[config.mk]
export PLATFORM = sky130hd
export DESIGN_NAME = sie_phase_sequencer
export DESIGN_NICKNAME = d
export VERILOG_FILES = /design/src/rtl/sie_pkg.sv /design/src/rtl/sie_ramp_divider.sv /design/src/rtl/sie_phase_sequencer.sv
export SDC_FILE = /design/constraint.sdc
export NUM_CORES = 1
export LEC_CHECK = 0
export CORE_MARGIN = 1.5
export CORE_UTILIZATION = 48
export CTS_CLUSTER_SIZE = 8
export DETAILED_ROUTE_END_ITERATION = 8
export HOLD_SLACK_MARGIN = 0.12
export PLACE_DENSITY = 0.73
export SETUP_SLACK_MARGIN = 0.05
export SLEW_MARGIN = 30
export SYNTH_ARGS = -nofsm -noshare
export SYNTH_HDL_FRONTEND = slang
export SYNTH_SLANG_ARGS = --single-unit
[constraint.sdc]
create_clock -name clk -period 7.4 [get_ports clk]
set_input_delay 1.11 -clock clk [delete_from_list [all_inputs] [get_ports clk]]
set_output_delay 1.11 -clock clk [all_outputs]
set_load 0.05 [all_outputs]
[src/rtl/sie_pkg.sv]
// Shared SIE phase codes, envelope constants and small helper functions.
// Latency: n/a (declarations only).
// Backpressure: n/a.
package sie_pkg;

    // Duration inputs and the tick counter are this wide.
    localparam int SIE_DUR_W = 16;

    // Q14 unity; the envelope tops out exactly here.
    localparam int ENV_ONE = 16384;

    // Phase codes double as the external sie_phase encoding (code 1 unused).
    typedef enum logic [2:0] {
        SIE_IDLE  = 3'd0,
        SIE_COH   = 3'd2,
        SIE_IGN   = 3'd3,
        SIE_PLAT  = 3'd4,
        SIE_PROP  = 3'd5,
        SIE_DECAY = 3'd6,
        SIE_REFR  = 3'd7
    } sie_phase_e;

    // A zero duration still occupies one tick.
    function automatic logic [SIE_DUR_W-1:0] eff_dur(input logic [SIE_DUR_W-1:0] dur);
        return (dur == '0) ? SIE_DUR_W'(1) : dur;
    endfunction

    // Normal (non-abort) successor of each active phase.
    function automatic sie_phase_e next_phase(input sie_phase_e ph);
        case (ph)
            SIE_COH:   return SIE_IGN;
            SIE_IGN:   return SIE_PLAT;
            SIE_PLAT:  return SIE_PROP;
            SIE_PROP:  return SIE_DECAY;
            SIE_DECAY: return SIE_REFR;
            default:   return SIE_IDLE;
        endcase
    endfunction

endpackage

[src/rtl/sie_ramp_divider.sv]
// Restoring unsigned divider (N_W-bit dividend / D_W-bit divisor) for the envelope ramps.
// Latency: start sampled on one edge, N_W iteration cycles, o_done pulses for one clk afterwards.
// Backpressure: none; a new start reloads the operands and abandons any division in flight.
module sie_ramp_divider #(
    parameter int N_W = 30,
    parameter int D_W = 16
) (
    input  logic           clk,
    input  logic           rst,
    input  logic           i_start,
    input  logic [N_W-1:0] i_dividend,
    input  logic [D_W-1:0] i_divisor,
    output logic           o_done,
    output logic [D_W-1:0] o_quotient
);

    localparam int CNT_W = $clog2(N_W + 1);

    logic [N_W-1:0]   r_quo;
    logic [D_W-1:0]   r_rem;
    logic [D_W-1:0]   r_div;
    logic [CNT_W-1:0] r_cnt;
    logic             r_busy;
    logic             r_done;

    logic [D_W:0]     w_shift;
    logic             w_fits;
    logic [D_W-1:0]   w_diff;

    // One restoring step: shift in the next dividend bit and trial-subtract the divisor.
    always_comb begin
        w_shift = {r_rem, r_quo[N_W-1]};
        w_fits  = (w_shift >= {1'b0, r_div});
        // When the divisor fits, the difference is below the divisor and so fits in D_W bits.
        w_diff  = D_W'(w_shift - {1'b0, r_div});
    end

    // Iteration control: load on start, then N_W shift/subtract cycles, done pulse at the end.
    always_ff @(posedge clk or posedge rst) begin
        if (rst) begin
            r_quo  <= '0;
            r_rem  <= '0;
            r_div  <= '0;
            r_cnt  <= '0;
            r_busy <= 1'b0;
            r_done <= 1'b0;
        end else begin
            r_done <= 1'b0;
            if (i_start) begin
                r_quo  <= i_dividend;
                r_rem  <= '0;
                r_div  <= i_divisor;
                r_cnt  <= CNT_W'(N_W);
                r_busy <= 1'b1;
            end else if (r_busy) begin
                r_quo <= {r_quo[N_W-2:0], w_fits};
                r_rem <= w_fits ? w_diff : w_shift[D_W-1:0];
                r_cnt <= r_cnt - 1'b1;
                if (r_cnt == CNT_W'(1)) begin
                    r_busy <= 1'b0;
                    r_done <= 1'b1;
                end
            end
        end
    end

    assign o_done     = r_done;
    assign o_quotient = r_quo[D_W-1:0];

endmodule

[src/rtl/sie_phase_sequencer.sv]
// SIE phase timeline: IDLE -> COH -> IGN -> PLAT -> PROP -> DECAY -> REFR -> IDLE in 4 kHz ticks, Q14 envelope.
// Latency: phase/start/constant envelope on the clk_en edge; ramp envelope 32 clk after that edge.
// Backpressure: none; triggers outside IDLE are dropped, clk_en must be spaced beyond the divider run.
module sie_phase_sequencer
    import sie_pkg::*;
#(
    parameter int WIDTH = 18,
    parameter int FRAC  = 14
) (
    input  logic                    clk,
    input  logic                    rst,
    input  logic                    clk_en,
    input  logic                    sie_enable,
    input  logic                    sie_trigger,
    input  logic [SIE_DUR_W-1:0]    sie_phase2_dur,
    input  logic [SIE_DUR_W-1:0]    sie_phase3_dur,
    input  logic [SIE_DUR_W-1:0]    sie_phase4_dur,
    input  logic [SIE_DUR_W-1:0]    sie_phase5_dur,
    input  logic [SIE_DUR_W-1:0]    sie_phase6_dur,
    input  logic [SIE_DUR_W-1:0]    sie_refractory,
    output logic [2:0]              sie_phase,
    output logic                    sie_active,
    output logic                    sie_phase_start,
    output logic signed [WIDTH-1:0] sie_envelope,
    output logic [15:0]             sie_event_count
);

    localparam int               DIV_N_W   = SIE_DUR_W + FRAC;
    localparam logic [WIDTH-1:0] L_ENV_ONE = WIDTH'(ENV_ONE);

    // Latched (already max(dur,1)) durations: COH, IGN, PLAT, PROP, DECAY, REFR.
    logic [SIE_DUR_W-1:0] r_dur [0:5];

    sie_phase_e           r_phase;
    logic [SIE_DUR_W-1:0] r_elapsed;
    logic                 r_start;
    logic                 r_div_start;
    logic [WIDTH-1:0]     r_env;
    logic [15:0]          r_event_count;

    sie_phase_e           w_phase_nxt;
    logic                 w_enter;
    logic [SIE_DUR_W-1:0] w_cur_dur;
    logic                 w_phase_done;
    logic [15:0]          w_count_nxt;
    logic [DIV_N_W-1:0]   w_dividend;
    logic                 w_div_done;
    logic [SIE_DUR_W-1:0] w_quo;

    // Duration of whichever phase is current; IDLE borrows the refractory slot harmlessly.
    always_comb begin
        w_cur_dur = r_dur[5];
        case (r_phase)
            SIE_COH:   w_cur_dur = r_dur[0];
            SIE_IGN:   w_cur_dur = r_dur[1];
            SIE_PLAT:  w_cur_dur = r_dur[2];
            SIE_PROP:  w_cur_dur = r_dur[3];
            SIE_DECAY: w_cur_dur = r_dur[4];
            default:   w_cur_dur = r_dur[5];
        endcase
        // >= rather than == keeps the FSM moving even after a spacing violation.
        w_phase_done = (r_elapsed >= w_cur_dur);
    end

    // Next-state logic; w_enter flags entry into a non-IDLE phase on this tick.
    always_comb begin
        w_phase_nxt = r_phase;
        w_enter     = 1'b0;
        if (clk_en) begin
            case (r_phase)
                SIE_IDLE: begin
                    if (sie_trigger && sie_enable) begin
                        w_phase_nxt = SIE_COH;
                        w_enter     = 1'b1;
                    end
                end
                SIE_COH, SIE_IGN, SIE_PLAT, SIE_PROP, SIE_DECAY: begin
                    if (!sie_enable) begin
                        w_phase_nxt = SIE_REFR;
                        w_enter     = 1'b1;
                    end else if (w_phase_done) begin
                        w_phase_nxt = next_phase(r_phase);
                        w_enter     = 1'b1;
                    end
                end
                SIE_REFR: begin
                    if (w_phase_done) begin
                        w_phase_nxt = SIE_IDLE;
                    end
                end
                default: begin
                    w_phase_nxt = SIE_IDLE;
                end
            endcase
        end
    end

    // Phase state register.
    always_ff @(posedge clk or posedge rst) begin
        if (rst) begin
            r_phase <= SIE_IDLE;
        end else begin
            r_phase <= w_phase_nxt;
        end
    end

    // Decoded phase outputs.
    always_comb begin
        sie_phase  = r_phase;
        sie_active = (r_phase inside {SIE_COH, SIE_IGN, SIE_PLAT, SIE_PROP, SIE_DECAY});
    end

    // Tick counter, duration latches, start pulse and divider kick-off.
    always_ff @(posedge clk or posedge rst) begin
        if (rst) begin
            for (int i = 0; i < 6; i++) begin
                r_dur[i] <= '0;
            end
            r_elapsed   <= '0;
            r_start     <= 1'b0;
            r_div_start <= 1'b0;
        end else begin
            r_start     <= w_enter;
            r_div_start <= 1'b0;
            if (clk_en) begin
                // Durations are captured only at trigger and held through refractory.
                if (r_phase == SIE_IDLE && w_enter) begin
                    r_dur[0] <= eff_dur(sie_phase2_dur);
                    r_dur[1] <= eff_dur(sie_phase3_dur);
                    r_dur[2] <= eff_dur(sie_phase4_dur);
                    r_dur[3] <= eff_dur(sie_phase5_dur);
                    r_dur[4] <= eff_dur(sie_phase6_dur);
                    r_dur[5] <= eff_dur(sie_refractory);
                end
                if (w_enter) begin
                    r_elapsed <= SIE_DUR_W'(1);
                end else if (w_phase_nxt == SIE_IDLE) begin
                    r_elapsed <= '0;
                end else if (r_elapsed != '1) begin
                    r_elapsed <= r_elapsed + 1'b1;
                end
                // Ramp phases recompute the envelope from the freshly updated counter.
                r_div_start <= (w_phase_nxt == SIE_IGN) || (w_phase_nxt == SIE_DECAY);
            end
        end
    end

    assign w_dividend = DIV_N_W'(r_elapsed) << FRAC;

    sie_ramp_divider #(
        .N_W (DIV_N_W),
        .D_W (SIE_DUR_W)
    ) u_ramp_div (
        .clk        (clk),
        .rst        (rst),
        .i_start    (r_div_start),
        .i_dividend (w_dividend),
        .i_divisor  (w_cur_dur),
        .o_done     (w_div_done),
        .o_quotient (w_quo)
    );

    // Envelope: constants load on the tick; ramps load when the divider finishes.
    always_ff @(posedge clk or posedge rst) begin
        if (rst) begin
            r_env <= '0;
        end else if (clk_en) begin
            case (w_phase_nxt)
                SIE_PLAT, SIE_PROP: r_env <= L_ENV_ONE;
                SIE_IGN, SIE_DECAY: r_env <= r_env;
                default:            r_env <= '0;
            endcase
        end else if (w_div_done) begin
            // A late result is dropped if the phase has since left the ramp it was computed for.
            if (r_phase == SIE_IGN) begin
                r_env <= WIDTH'(w_quo);
            end else if (r_phase == SIE_DECAY) begin
                r_env <= L_ENV_ONE - WIDTH'(w_quo);
            end
        end
    end

    // Event count advances once per refractory entry and sticks at full scale.
    always_comb begin
        w_count_nxt = r_event_count;
        if (w_enter && (w_phase_nxt == SIE_REFR) && (r_event_count != 16'hFFFF)) begin
            w_count_nxt = r_event_count + 16'd1;
        end
    end

    // Event counter register.
    always_ff @(posedge clk or posedge rst) begin
        if (rst) begin
            r_event_count <= '0;
        end else begin
            r_event_count <= w_count_nxt;
        end
    end

    assign sie_phase_start = r_start;
    assign sie_envelope    = r_env;
    assign sie_event_count = r_event_count;

endmodule

==> results.cfg <==
[synth]
synth_edf_count = 0
synth.distinct_cells = 79
synth.area.top_cells = dfrtp_1 (46%), mux2_2 (9.7%), mux2i_1 (4.9%), nor2_1 (3.9%), ha_1 (3.9%)
ys_warn_count = 0
avgSynthCellArea_um2 = 10.2
ys_seq_area_share_pct = 45.6
async_flop_share_pct = 100
syn-instance-count = 1172
syn_nets = 1311
synth_common_cells = dfrtp_1 (219), nor2_1 (125), mux2_2 (103)
yosysTopAreaCellShare_pct = 45.6
synth_largest_area_cell = dfrtp_1
synth_flop_cell = dfrtp_1
synth_seq_cells = 219
yosysMostFrequentCell = dfrtp_1
syn_area_mm2 = 0.0120

[sta]
finalSetupTns_ps = 0
worstMarginPinSlew_ps = 929
hold_ws_ps = 487
max_freq_ghz = 0.206
fin_crit_ps = 4850
clock_skew_ps = 8.92
finalHoldViolCount = 0
rsz0062_at_grt = false
max-slew-margin-rel_pct = 38.1
drv_slew = 0
setup_ws_ps = 2550
period_share_pct = 65.6
setup_violations = 0

[global_route]
busiest_layer = met2
antenna_found_initial = 0
grt_pass1_wl_um = 49200
track_usage_pct = 23.7
grt-ovfl-total = 0
grt_util_met3_pct = 3.65
grt_max_degree = 100
grtUsageMet2_pct = 39.1
grt_pass1_vias = 9218
grt.met1_usage_pct = 32.1

[detailed_routing]
vias_per_cell = 5.81
vias = 9420
ant_nets = 0
drc = 0
drt_iter0_markers = 804
wire_per_inst_um = 18.8
wl_um = 30400
firstDrtPassIters = 5

[power_and_ir_drop]
powerDensity_mw_per_mm2 = 413
irDropWorstVdd_mv = 0.162
p_leak_nw = 6.64

[setup_path]
crit_buf_inv = 2
path_depth = 14
cpMaxStageDelayCell = dfrtp_2
cp.arrival_ps = 5300
reg2reg_depth = 14
cpMostUsedCell = nor2_1
max_stage_delay_ps = 550
crit_chain = buf_4, inv_1, a21oi_1, nor2_1, o32ai_1, ha_1, a21oi_1, nor2_1, a211oi_2, a31oi_4, a211oi_1, nand4bb_4, nor2_1, mux2_2
crit_type = flop to flop
crit_required_ps = 7850
worst_setup_path_end_kind = flop
cpLargestDelayFamily = compound AO/OA/AOI/OAI gates
start_kind = flop
worstPathMaxFanout = 39

[clock_tree]
ctsResizeCount = 0
clk_path_buf_depth = 3
htreeDepth = 1
tritoncts.num_buffers = 31
post_cts_buffers = 0
cts_hold_repair.buffers = 0
clk_latency_ps = 560
cts.sinks = 219
tritoncts = built
root_buffer = clkbuf_16
path_clk_slew_ps = 50

[worst_hold_path]
hold_path_depth = 2
hold_class = flop to flop

[finish]
drive_gt1_share_pct = 14.8
final_core_util_pct = 59.2
diodes = 0
syn2layout_area_growth_pct = 20.5
final_area_mm2 = 0.0145
nNetsFinal = 1432

[job]
drv_cap = 0

[placement]
port_buffers = 139
place_ws_ps = 2670
hpwl_um = 21800
place.gp.congestion = 0.873
placed_cell_area_mm2 = 0.0137

[run_status]
status = completed

[floorplanning]
die_h_um = 161
dieArea_mm2 = 0.0260
rows = 57
initial_core_util_pct = 49.1
io_pins = 140
die_w_um = 161
core_area_mm2 = 0.0245
## worst register-to-register path, cell delays in order (launching register included)
cell,delay [ps]
dfrtp_2,550
buf_4,480
inv_1,410
a21oi_1,240
nor2_1,60
o32ai_1,490
ha_1,340
a21oi_1,180
nor2_1,70
a211oi_2,320
a31oi_4,190
a211oi_1,380
nand4bb_4,370
nor2_1,290
mux2_2,360
## report_power, final
part / internal, W / leakage [nW] / switching [W]
sequential: 0.00161 / 2.91 / 0.000312
combinational: 0.00118 / 3.33 / 0.00163
clock: 0.000741 / 0.402 / 0.000499
## state kept, by name (all words and copies together), names as in the netlist
| signal | count |
|---|---|
| u_ramp_div.r_quo | 30 |
| u_ramp_div.r_busy | 1 |
| u_ramp_div.r_cnt | 5 |
| u_ramp_div.r_rem | 16 |
| sie_envelope | 17 |
| u_ramp_div.r_div | 16 |
| r_div_start | 1 |
| sie_event_count | 16 |
| r_dur | 96 |
| u_ramp_div.o_done | 1 |
| sie_phase_start | 1 |
| r_elapsed | 16 |
| sie_phase | 3 |
## placed cells by master (no fill, tap or decap), types with 18 or more instances in the layout
master and instances:
dfrtp_1 216, nor4_1 26, nor3_1 20, nor2_1 125, mux2i_1 59, xnor2_1 18
nand3_1 18, clkbuf_16 31, xor2_1 25, a211oi_1 27, clkdlybuf4s50_1 139, ha_1 37
o31ai_1 22, o21ai_0 54, mux2_2 103, inv_1 40, a21oi_1 58, nand2_1 95
## cell type report
class                   count  area [µm²]
clock buffers              36         795
clock inverters             2        25.0
fillers                  2063        9990
inverters                  42         165
multi-input cells         849        6130
flip-flops and latches    219        5480
well taps                 324         405
repair buffers            150        1470
## metrics by stage
step,total power (W),instances
final,0.00597,1622
after global routing,0.00639,1622
after CTS,0.00598,1622
after detailed placement,0.00471,1584
after global placement,0.00464,1584
after floorplan,0.00401,1172
## cells by family after synthesis
logic type | share of synthesized area, %
AOI/OAI and AO/OA | 14.3
adders and majority gates | 4.02
xor gates and xnor gates | 3.14
muxes | 15.1
buffers and inverters | 3.50
DFF | 45.6
and+or+nand+nor | 14.3
## layer usage
layer  up-vias  part of all wire [%]
met5         -                     0
met4         0                   3.2
met3        66                   5.4
met2       324                    47
met1      4555                    44
li1       4475                     -
## path summary, 6_finish.rpt
path,endpoint,start,slack [ps]
setup / recovery,sie_event_count[1]$_DFFE_PP0P_,sie_phase[0]$_DFF_PP0_,2550
hold / removal,r_dur[16]$_DFFE_PP0P_,r_dur[16]$_DFFE_PP0P_,490
setup reg to reg,sie_event_count[1]$_DFFE_PP0P_,sie_phase[0]$_DFF_PP0_,2550
hold reg to reg,r_dur[16]$_DFFE_PP0P_,r_dur[16]$_DFFE_PP0P_,490
max in group asynchronous,u_ramp_div.r_busy$_DFF_PP0_,rst,4940
min in group asynchronous,r_dur[7]$_DFFE_PP0P_,rst,1080
No activity file was read; power rests on OpenSTA's default activity.
